File: src/rtl/uart_cmd_ctrl.sv
// rtl/uart_cmd_ctrl.sv - UART byte-stream command decoder driving a register read/write port
module uart_cmd_ctrl #(
  parameter int RD_LATENCY = 1
) (
  input  logic       clk,
  input  logic       rst_n,
  input  logic       rx_data_valid,
  input  logic [7:0] rx_data,
  input  logic       rx_block_timeout,
  output logic [6:0] reg_addr,
  output logic       reg_wr_en,
  output logic [7:0] reg_wdata,
  output logic       reg_rd_en,
  input  logic [7:0] reg_rdata,
  output logic       tx_valid,
  output logic [7:0] tx_data,
  input  logic       tx_ready,
  output logic       busy,
  output logic       err_overrun
);

  typedef enum logic [2:0] {
    ST_IDLE,
    ST_WR_DATA,
    ST_RD_LEN,
    ST_RD_ISSUE,
    ST_RD_WAIT,
    ST_RD_SEND
  } state_t;

  // Last wait-counter value before reg_rdata is valid.
  localparam logic [1:0] LAT_LAST = 2'(RD_LATENCY - 1);

  state_t     r_state, w_state_nxt;
  logic [6:0] r_addr, w_addr_nxt;
  logic [7:0] r_wdata, w_wdata_nxt;
  logic       r_wr_en, w_wr_en_nxt;
  logic       r_rd_en, w_rd_en_nxt;
  logic       r_tx_valid, w_tx_valid_nxt;
  logic [7:0] r_tx_data, w_tx_data_nxt;
  logic       r_busy, w_busy_nxt;
  logic       r_err, w_err_nxt;
  logic [8:0] r_remain, w_remain_nxt;
  logic [1:0] r_wait_cnt, w_wait_cnt_nxt;

  // State and every output held in flops; async clear to the idle picture.
  always_ff @(posedge clk or negedge rst_n) begin
    if (!rst_n) begin
      r_state    <= ST_IDLE;
      r_addr     <= 7'd0;
      r_wdata    <= 8'd0;
      r_wr_en    <= 1'b0;
      r_rd_en    <= 1'b0;
      r_tx_valid <= 1'b0;
      r_tx_data  <= 8'd0;
      r_busy     <= 1'b0;
      r_err      <= 1'b0;
      r_remain   <= 9'd0;
      r_wait_cnt <= 2'd0;
    end else begin
      r_state    <= w_state_nxt;
      r_addr     <= w_addr_nxt;
      r_wdata    <= w_wdata_nxt;
      r_wr_en    <= w_wr_en_nxt;
      r_rd_en    <= w_rd_en_nxt;
      r_tx_valid <= w_tx_valid_nxt;
      r_tx_data  <= w_tx_data_nxt;
      r_busy     <= w_busy_nxt;
      r_err      <= w_err_nxt;
      r_remain   <= w_remain_nxt;
      r_wait_cnt <= w_wait_cnt_nxt;
    end
  end

  // Next-state and next-output decode; strobes default low so they last one cycle.
  always_comb begin
    w_state_nxt    = r_state;
    w_addr_nxt     = r_addr;
    w_wdata_nxt    = r_wdata;
    w_wr_en_nxt    = 1'b0;
    w_rd_en_nxt    = 1'b0;
    w_tx_valid_nxt = r_tx_valid;
    w_tx_data_nxt  = r_tx_data;
    w_err_nxt      = 1'b0;
    w_remain_nxt   = r_remain;
    w_wait_cnt_nxt = r_wait_cnt;

    // The address advances in the cycle after the write strobe, so the
    // strobe itself always presents the address the data belongs to.
    if (r_wr_en) begin
      w_addr_nxt = r_addr + 7'd1;
    end

    case (r_state)
      ST_IDLE: begin
        if (rx_data_valid) begin
          w_addr_nxt  = rx_data[6:0];
          w_state_nxt = rx_data[7] ? ST_WR_DATA : ST_RD_LEN;
        end
      end
      ST_WR_DATA: begin
        if (rx_data_valid) begin
          w_wr_en_nxt = 1'b1;
          w_wdata_nxt = rx_data;
        end
        if (rx_block_timeout) begin
          w_state_nxt = ST_IDLE;
        end
      end
      ST_RD_LEN: begin
        // A timeout beats a coincident length byte: no read is started.
        if (rx_block_timeout) begin
          w_state_nxt = ST_IDLE;
        end else if (rx_data_valid) begin
          w_remain_nxt = (rx_data == 8'd0) ? 9'd256 : {1'b0, rx_data};
          w_rd_en_nxt  = 1'b1;
          w_state_nxt  = ST_RD_ISSUE;
        end
      end
      ST_RD_ISSUE: begin
        // The read strobe was raised on entry, so it is high exactly here.
        w_wait_cnt_nxt = 2'd0;
        w_state_nxt    = ST_RD_WAIT;
      end
      ST_RD_WAIT: begin
        if (r_wait_cnt == LAT_LAST) begin
          w_tx_data_nxt  = reg_rdata;
          w_tx_valid_nxt = 1'b1;
          w_state_nxt    = ST_RD_SEND;
        end else begin
          w_wait_cnt_nxt = r_wait_cnt + 2'd1;
        end
      end
      ST_RD_SEND: begin
        if (tx_ready) begin
          w_tx_valid_nxt = 1'b0;
          w_addr_nxt     = r_addr + 7'd1;
          w_remain_nxt   = r_remain - 9'd1;
          if (r_remain == 9'd1) begin
            w_state_nxt = ST_IDLE;
          end else begin
            w_rd_en_nxt = 1'b1;
            w_state_nxt = ST_RD_ISSUE;
          end
        end
      end
      default: begin
        w_state_nxt = ST_IDLE;
      end
    endcase

    // Bytes arriving during a read burst cannot be parsed; drop and flag them.
    if (rx_data_valid &&
        (r_state inside {ST_RD_ISSUE, ST_RD_WAIT, ST_RD_SEND})) begin
      w_err_nxt = 1'b1;
    end

    w_busy_nxt = (w_state_nxt != ST_IDLE);
  end

  assign reg_addr    = r_addr;
  assign reg_wr_en   = r_wr_en;
  assign reg_wdata   = r_wdata;
  assign reg_rd_en   = r_rd_en;
  assign tx_valid    = r_tx_valid;
  assign tx_data     = r_tx_data;
  assign busy        = r_busy;
  assign err_overrun = r_err;

endmodule

File: config.mk
export PLATFORM = sky130hd
export DESIGN_NAME = uart_cmd_ctrl
export DESIGN_NICKNAME = d
export VERILOG_FILES = /design/src/rtl/uart_cmd_ctrl.sv
export SDC_FILE = /design/constraint.sdc
export NUM_CORES = 1
export LEC_CHECK = 0
export ABC_AREA = 0
export BUFFER_PORTS_ARGS = -buffer_cell sky130_fd_sc_hd__buf_2
export CAP_MARGIN = 10
export CORE_UTILIZATION = 48
export CTS_CLUSTER_SIZE = 25
export DETAILED_ROUTE_END_ITERATION = 16
export GPL_TIMING_DRIVEN = 0
export PLACE_DENSITY = 0.71
export SYNTH_ARGS = -nofsm -noshare
export SYNTH_HDL_FRONTEND = slang
export SYNTH_SLANG_ARGS = --single-unit
File: constraint.sdc
create_clock -name clk -period 1.9 [get_ports clk]
set_input_delay 0.19 -clock clk [delete_from_list [all_inputs] [get_ports clk]]
set_output_delay 0.19 -clock clk [all_outputs]
set_load 0.01 [all_outputs]
==> impl_metrics.toml <==
[drt]
drtIter0Drc = 162
vias = 1941
first_pass_iters = 4
avgViaCountPerCell = 5.55
totalWireLength_um = 5090
drc = 0
wl_per_cell_um = 14.5
antenna_left = 0

[clock_network]
cts_made_buffers = 5
cts_root_buf = "clkbuf_8"
clkSinkCount = 42
clk_path_buf_depth = 2
clk_latency_ns = 0.30
clk_pin_slew_ns = 0.08
ctsHtreeMaxLevel = 2
cts_tree = "yes"

[finish]
n_antenna_cell = 0
drive_gt1_frac = 0.269
fill_cells = 418
final_cell_mix = "buf_2 (55), dfrtp_1 (42), mux2_1 (16)"
fin_util = 0.597
final_cells = 350
fin_nets = 307
final_area_um2 = 2820
area_growth_pct = 20.2
final_common_cell = "buf_2"

[sta]
min_period_ns = 1.82
setup-tns-final_ns = 0
fin_crit_sh = 0.960
skew_ns = 0.00488
drv_slew = 0
tightestPinTransition_ns = 0.915
fmax_mhz = 548
max-slew-margin-rel = 0.390
finalSetupViolCount = 0
hold_viol_final = 0

[logic_synthesis]
yosysWarnings = 0
async_reset_ff_frac = 1.00
synth_fp_nets = 250
ys_ff_latch = 42
synth_top_area_frac = 0.448
synth_cell_types = 56
syn_area_um2 = 2350
synth_ff_type = "dfrtp_1"
synth.area.top_cells = "dfrtp_1 (45%), mux2_1 (7.7%), a21oi_1 (3.0%)"
synth_largest_area_cell = "dfrtp_1"
syn-instance-count = 225
synth-seq-area-share = 0.448
synth_edf_count = 0
avgSynthCellArea_um2 = 10.4

[global_route]
grt_max_degree = 43
grt_pass1_vias = 1833
antenna_found_initial = 0
grt_pass1_wl_um = 8660
grt_usage = 0.217
globalRouteOverflowTotal = 0

[power]
clkPwrFrac = 0.158
p_sw_mw = 1.81
p_int_mw = 2.65
swShare = 0.405
power_mw = 4.46
ir_drop_uv = 669
leakage_nw = 1.23
comb_power_share = 0.469
pwr-share-seq = 0.374
power.density_nw_per_um2 = 1580

[setup_path]
arrival_ns = 2.00
ff2ff_setup_slack_ns = 0.08
r2r-end = "busy$_DFF_PN0_"
cp.depth = 6
cp-end-kind = "flop"
worstSetupPathType = "flop to flop"
cp_slowest_stage_delay_ns = 0.40
ff2ff_path_depth = 6
path_buf_inv = 1
setup.worst_path.start = "r_remain[1]$_DFFE_PN0P_"
crit_slowest_cell = "dfrtp_1"
crit_path_max_fanout = 3
critical_path.top_delay_family = "simple AND/OR/NAND/NOR gates"
endpoint = "busy$_DFF_PN0_"
worstPathRequired_ns = 2.08
timing.rr.start = "r_remain[1]$_DFFE_PN0P_"
worstSetupStartpointType = "flop"
cp_cell_sequence = "inv_1 -> ha_1 -> nor4b_4 -> a21oi_1 -> or3_4 -> or3_1"

[hold_path]
hold_path_class = "input pin to async pin"

[placement]
io_buffers = 48
dp_hpwl_um = 3700
globalplace.congestion = 0.817
placed_area_um2 = 2670
placed_cells = 340

[die]
die_area_um2 = 5170
row_count = 25
initial_utilization = 0.497
die_w_um = 71.9
die_height_um = 71.9
core_area_um2 = 4720
ios = 49

[run]
drv_cap = 0

[status]
status = "completed"
## power groups by stage
stage,combinational [mW],sequential [mW],clock (mW)
2_1_floorplan,1.34,1.74,0
3_3_place_gp,2.04,1.64,0
3_5_place_dp,2.07,1.66,0
4_1_cts,2.08,1.64,0.722
5_1_grt,2.32,1.72,0.760
6_report,2.09,1.67,0.703
## timing repair
item,in CTS,in global routing
setup buffers,0,2
gates resized for setup,0,4
hold buffers,0,0
setup endpoints to repair,0,5
## cell usage after synthesis, drive strengths merged, types with 2 or more instances
cell     number
dfrtp        42
nand4         3
nand3b        3
o21ai        12
xor2          5
a21oi        14
clkbuf        7
o31ai         5
a221oi        2
xnor2         3
o31a          2
nor3b         2
o21a          2
o2111ai       4
o221ai        2
nor2          9
buf           7
and3          2
a31oi         2
nand2        10
mux2i         6
mux2         18
nand2b        8
ha            4
nand3         3
nor4b         2
nor4          4
or4           2
o32ai         2
a21o          3
inv           9
nor3          9
a211oi        2
or3           4
## worst reg2reg max path, cell delays in order, from the launching register on
cell and delay [ns]:
dfrtp_1 0.40, inv_1 0.08, ha_1 0.14, nor4b_4 0.22, a21oi_1 0.11, or3_4 0.37, or3_1 0.38
## stage by stage
step	hold slack [ns]	setup WS, ns
2_1_floorplan	-0.106	0.162
3_3_place_gp	0.382	0.0461
3_5_place_dp	0.384	0.0352
4_1_cts	0.0600	0.0237
5_1_grt	0.104	-0.00341
6_report	0.0200	0.0757
## cells by family after synthesis
group                      count (synthesis)  share of synthesized area
AOI/OAI and AO/OA                         58                      0.172
xor gates and xnor gates                   8                     0.0299
adders and majority gates                  4                     0.0213
buffers and inverters                     23                     0.0405
DFF                                       42                      0.448
muxes                                     24                      0.114
and+or+nand+nor                           66                      0.175
## worst min-delay path by stage
stage                 start                      to  slack, ns  cells after the start
2_1_floorplan         rst_n          busy$_DFF_PN0_      -0.11                      0
3_3_place_gp          rst_n   reg_addr[5]$_DFF_PN0_       0.38                      1
3_5_place_dp          rst_n   reg_addr[5]$_DFF_PN0_       0.38                      1
4_1_cts               rst_n   reg_addr[3]$_DFF_PN0_       0.06                      1
5_1_grt        reg_rdata[2]  tx_data[2]$_DFFE_PN0P_       0.10                      2
6_report              rst_n   reg_addr[5]$_DFF_PN0_       0.02                      1
## state kept, by name, summed over array words and instances, names as in the netlist
name / count
reg_wr_en: 1
tx_valid: 1
busy: 1
tx_data: 8
r_wait_cnt: 2
reg_wdata: 8
err_overrun: 1
reg_rd_en: 1
r_remain: 9
reg_addr: 7
r_state: 3
## metal layers
layer	global-route usage	share of wire
met1	0.304	0.48
met2	0.335	0.47
met3	0.0472	0.035
met4	0.0763	0.011
met5	0	0
## final cells by class
cell class | instances | area [um2] | area share
timing repair buffer | 50 | 255 | 0.0905
inverter | 9 | 33.8 | 0.0120
clock buffer | 6 | 72.6 | 0.0257
tap | 67 | 83.8 | 0.0297
clock inverter | 2 | 37.5 | 0.0133
sequential | 42 | 1050 | 0.373
multi-input combinational | 160 | 1220 | 0.434
buffer | 14 | 61.3 | 0.0217
No activity file was read; power rests on OpenSTA's default activity.
